$ cat config.mk
export PLATFORM = sky130hd
export DESIGN_NAME = draw_ctrl
export DESIGN_NICKNAME = d
export VERILOG_FILES = /design/src/rtl/draw_ctrl.sv
export SDC_FILE = /design/constraint.sdc
export NUM_CORES = 1
export LEC_CHECK = 0
export CELL_PAD_IN_SITES_DETAIL_PLACEMENT = 1
export CELL_PAD_IN_SITES_GLOBAL_PLACEMENT = 2
export CORE_ASPECT_RATIO = 0.8
export CORE_UTILIZATION = 28
export CTS_CLUSTER_DIAMETER = 60
export DETAILED_ROUTE_END_ITERATION = 16
export PLACE_DENSITY = 0.78
export SLEW_MARGIN = 10
export SYNTH_ARGS = -nofsm -noshare
export SYNTH_HDL_FRONTEND = slang
export SYNTH_SLANG_ARGS = --single-unit
$ cat constraint.sdc
create_clock -name clk -period 3.4 [get_ports clk]
set_input_delay 0.51 -clock clk [delete_from_list [all_inputs] [get_ports clk]]
set_output_delay 0.51 -clock clk [all_outputs]
set_load 0.02 [all_outputs]
$ cat src/rtl/draw_ctrl.sv
// draw_ctrl: sequences X load, Y/colour load and a SIDE*SIDE pixel draw for the square datapath
// Ports: clk, r_set (async active-low reset), ld_x/ld_yc/go (held-button requests),
//        en_x/en_y/en_c (register loads), en_ix/plot/busy (draw strobes), done (end pulse),
//        pix_cnt (index of the pixel being plotted)
module draw_ctrl #(
    parameter int SIDE = 4,
    parameter int CW   = 4
) (
    input  logic          clk,
    input  logic          r_set,
    input  logic          ld_x,
    input  logic          ld_yc,
    input  logic          go,
    output logic          en_x,
    output logic          en_y,
    output logic          en_c,
    output logic          en_ix,
    output logic          plot,
    output logic          busy,
    output logic          done,
    output logic [CW-1:0] pix_cnt
);
    localparam int PIX = SIDE * SIDE;
    typedef enum logic [2:0] {
        S_WAIT_X, S_LOAD_X, S_WAIT_YC, S_LOAD_YC, S_WAIT_GO, S_DRAW, S_DONE
    } state_t;
    state_t state, nxt;
    logic [CW-1:0] nxt_cnt;
    logic last;
    assign last = pix_cnt == CW'(PIX - 1);
    always_comb begin
        nxt = state;
        case (state)
            S_WAIT_X:  nxt = ld_x ? S_LOAD_X : S_WAIT_X;
            S_LOAD_X:  nxt = ld_x ? S_LOAD_X : S_WAIT_YC;
            S_WAIT_YC: nxt = ld_x ? S_LOAD_X : ld_yc ? S_LOAD_YC : S_WAIT_YC;
            S_LOAD_YC: nxt = ld_yc ? S_LOAD_YC : S_WAIT_GO;
            S_WAIT_GO: nxt = ld_x ? S_LOAD_X : ld_yc ? S_LOAD_YC : go ? S_DRAW : S_WAIT_GO;
            S_DRAW:    nxt = last ? S_DONE : S_DRAW;
            default:   nxt = S_WAIT_X;
        endcase
        nxt_cnt = (state == S_DRAW && !last) ? pix_cnt + 1'b1 : '0;
    end
    // outputs are registered from the next state so they line up with the state they belong to
    always_ff @(posedge clk or negedge r_set) begin
        if (!r_set) begin
            state   <= S_WAIT_X;
            pix_cnt <= '0;
            en_x    <= 1'b0;
            en_y    <= 1'b0;
            en_c    <= 1'b0;
            en_ix   <= 1'b0;
            plot    <= 1'b0;
            busy    <= 1'b0;
            done    <= 1'b0;
        end else begin
            state   <= nxt;
            pix_cnt <= nxt_cnt;
            en_x    <= nxt == S_LOAD_X;
            en_y    <= nxt == S_LOAD_YC;
            en_c    <= nxt == S_LOAD_YC;
            en_ix   <= nxt == S_DRAW;
            plot    <= nxt == S_DRAW;
            busy    <= nxt == S_DRAW;
            done    <= nxt == S_DONE;
        end
    end
endmodule

==> out/results.tsv <==
stage	metric	value	unit
cells_and_area	final net count	74	
floorplan	Die Y	41.1	um
timing	fin crit period	1.84	ns
critical_path	type of origin of the critical path	flip-flop	
critical_path	CP top delay family	buffers and inverters	
cts	H-tree depth	1	
pwr	Internal	0.318	mW
cells_and_area	Area Growth Syn to Fin	31.9	%
cells_and_area	Final Cell Area	704	um^2
pwr	switching power	0.197	mW
grt	first-pass GRT wire length	1.64	mm
timing	worst-margin pin slew	0.478	ns
pwr	power share of the sequential group	0.417	
floorplan	# rows	13	
logic_synthesis	library cells used by synthesis	25	
drt	Residual DRC	0	
timing	final hold viol count	0	
floorplan	die width	50.8	um
cts	CTS Buffer Depth	2	
cts	TritonCTS clock tree	built	
drt	Pre-Repair DR Iteration Count	4	
placed_design	# placed instances	85	
logic_synthesis	synthesized instance count	52	
timing	RSZ-0062 raised after global routing	false	
critical_path	Worst Path Required	2.89	ns
cells_and_area	Reg area	275	um^2
logic_synthesis	syn avg cell area	10.3	um^2
grt	total grt overflow	0	
pwr	Gate power share	0.420	
critical_path	R2R setup slack	1.91	ns
pwr	clock share of power	0.163	
cts	Worst-Skew Late Latency	0.26	ns
drt	WL final	1.09	mm
floorplan	core area	1710	um^2
timing	Final setup viols	0	
timing	Max Slew Vio Count	0	
drt	via count	405	
cells_and_area	layout cells sized above 1	0.0896	
pwr	Sw Ratio	0.382	
cts	PostCTS Resize Cnt	0	
critical_path	Crit Path Category	flip-flop to output pin	
grt	largest net degree at the start of global routing	12	
logic_synthesis	Post-Syn Nets	58	
critical_path	CP endpoint kind	output pin	
critical_path	Crit path largest cell delay	0.64	ns
floorplan	I/O pins	16	
cts	post-CTS setup buffers	0	
floorplan	Initial Util	0.313	
hold_path	worst min-delay path class	flip-flop to flip-flop	
grt	vias in the first global route	353	
placed_design	I/O Buffers	15	
critical_path	CP Buf/Inv Count	1	
drt	First DRT Iteration DRCs	6	
cts	Clk pin slew, worst setup/hold paths	0.06	ns
timing	final setup TNS	0	ns
cells_and_area	fillers	202	
logic_synthesis	synthesized area	534	um^2
job	max-cap violations	0	
cells_and_area	area of the multi-input gates	221	um^2
logic_synthesis	sequential area share after synthesis	0.515	
drt	Via density	4.55	
critical_path	WP data arrival	1.33	ns
critical_path	Slowest-stage cell, CP	clkdlybuf4s50_1	
floorplan	die area	2090	um^2
critical_path	crit path cell chain	clkdlybuf4s50_1	
timing	fmax	542	MHz
pwr	PwrDens	732	nW/um^2
cts	hold buffers post-CTS	0	
cts	CTS Root Cell	clkbuf_4	
critical_path	Worst Path Max Fanout	5	
timing	WHS	0.497	ns
cells_and_area	Finished Layout Cells	89	
placed_design	post-DP HPWL	828	um
drt	Antenna Nets Post-Route	0	
run_status	status	finished clean	
placed_design	RePlAce Congestion	0.672	
logic_synthesis	Yosys reg bits	11	
grt	initial antenna violation count	0	
drt	DR WL/cell	12.3	um
placed_design	worst slack, placed	1.50	ns
cells_and_area	core occupancy in the finished layout	0.412	
timing	fin crit share	0.543	
timing	final worst slack	1.56	ns
cells_and_area	number of diodes	0	
pwr	Power Total	0.516	mW
timing	skew final	0.00167	ns
cts	cts bufs inserted	3	
logic_synthesis	Yosys warning count	0	
cts	clock sink count	11	
grt	GRT Util Overall	0.115	
pwr	Max IR drop VDD	0.428	mV
placed_design	dpl cell area	678	um^2
timing	relative slew slack	0.680	
pwr	LEAKAGE	0.297	nW
## logic make-up after synthesis
family,after synthesis,share of synthesized area
buffers and inverters,5,0.0702
xor gates and xnor gates,2,0.0328
DFF,11,0.515
AOI/OAI and AO/OA,9,0.119
and+or+nand+nor,24,0.239
adders and majority gates,1,0.0234
## Yosys cell counts
master,instances,share of area
a21bo_2,1,0.019
a21oi_1,3,0.028
a2bb2oi_1,1,0.016
and2_1,1,0.012
and2_2,1,0.014
and4_1,1,0.016
buf_4,3,0.042
buf_6,1,0.021
dfrtp_1,11,0.52
ha_1,1,0.023
inv_1,1,0.0070
nand2_1,3,0.021
nand2b_1,1,0.012
nand3_1,3,0.028
nor2_1,7,0.049
nor2b_1,3,0.035
nor3_1,1,0.0094
nor4_1,1,0.012
o211ai_2,1,0.023
o21ai_0,2,0.019
o21bai_1,1,0.014
or2_1,1,0.012
or4b_1,1,0.019
xnor2_1,1,0.016
xor2_1,1,0.016
## worst paths after layout
| check | from | end | cells past startpoint |
|---|---|---|---|
| max | pix_cnt[2]$_DFF_PN0_ | pix_cnt[2] | 1 |
| min | pix_cnt[0]$_DFF_PN0_ | pix_cnt[0]$_DFF_PN0_ | 1 |
| max reg2reg | pix_cnt[0]$_DFF_PN0_ | en_c$_DFF_PN0_ | 5 |
| min reg2reg | pix_cnt[0]$_DFF_PN0_ | pix_cnt[0]$_DFF_PN0_ | 1 |
| max in group asynchronous | r_set | en_x$_DFF_PN0_ | 1 |
| min in group asynchronous | r_set | pix_cnt[1]$_DFF_PN0_ | 1 |
## cell type report
class                   count  share of cell area
well taps                  22              0.0391
flip-flops and latches     11               0.391
inverters                   1             0.00533
multi-input cells          36               0.314
repair buffers             15               0.213
clock buffers               4              0.0373
## power by group through the flow
stage                     registers (mW)  clock network, mW  logic [mW]
after floorplan                    0.217                  0       0.146
after global placement             0.214                  0       0.214
after detailed placement           0.215                  0       0.216
after CTS                          0.213             0.0886       0.219
after global routing               0.218             0.0935       0.237
final                              0.215             0.0838       0.217
## state kept, by name, summed over array words and instances (netlist names)
name,flops
busy,1
done,1
pix_cnt,4
en_c,1
state,3
en_x,1
## layer usage
metal / up-vias / global-route usage / part of all wire
met5: - / 0 / 0
met4: 0 / 0.0208 / 0
met3: 0 / 0.0556 / 0.035
met2: 8 / 0.170 / 0.40
met1: 190 / 0.154 / 0.56
li1: 207 / - / -
## cell usage in the layout (no fill, tap or decap), types with 2 or more instances in the layout
cell type / instances
a21oi_1: 3
nand2_1: 3
clkbuf_4: 3
nor2b_1: 3
o21ai_0: 2
nor2_1: 7
nand3_1: 3
dfrtp_1: 11
clkdlybuf4s50_1: 15
No activity file was read; power rests on OpenSTA's default activity.
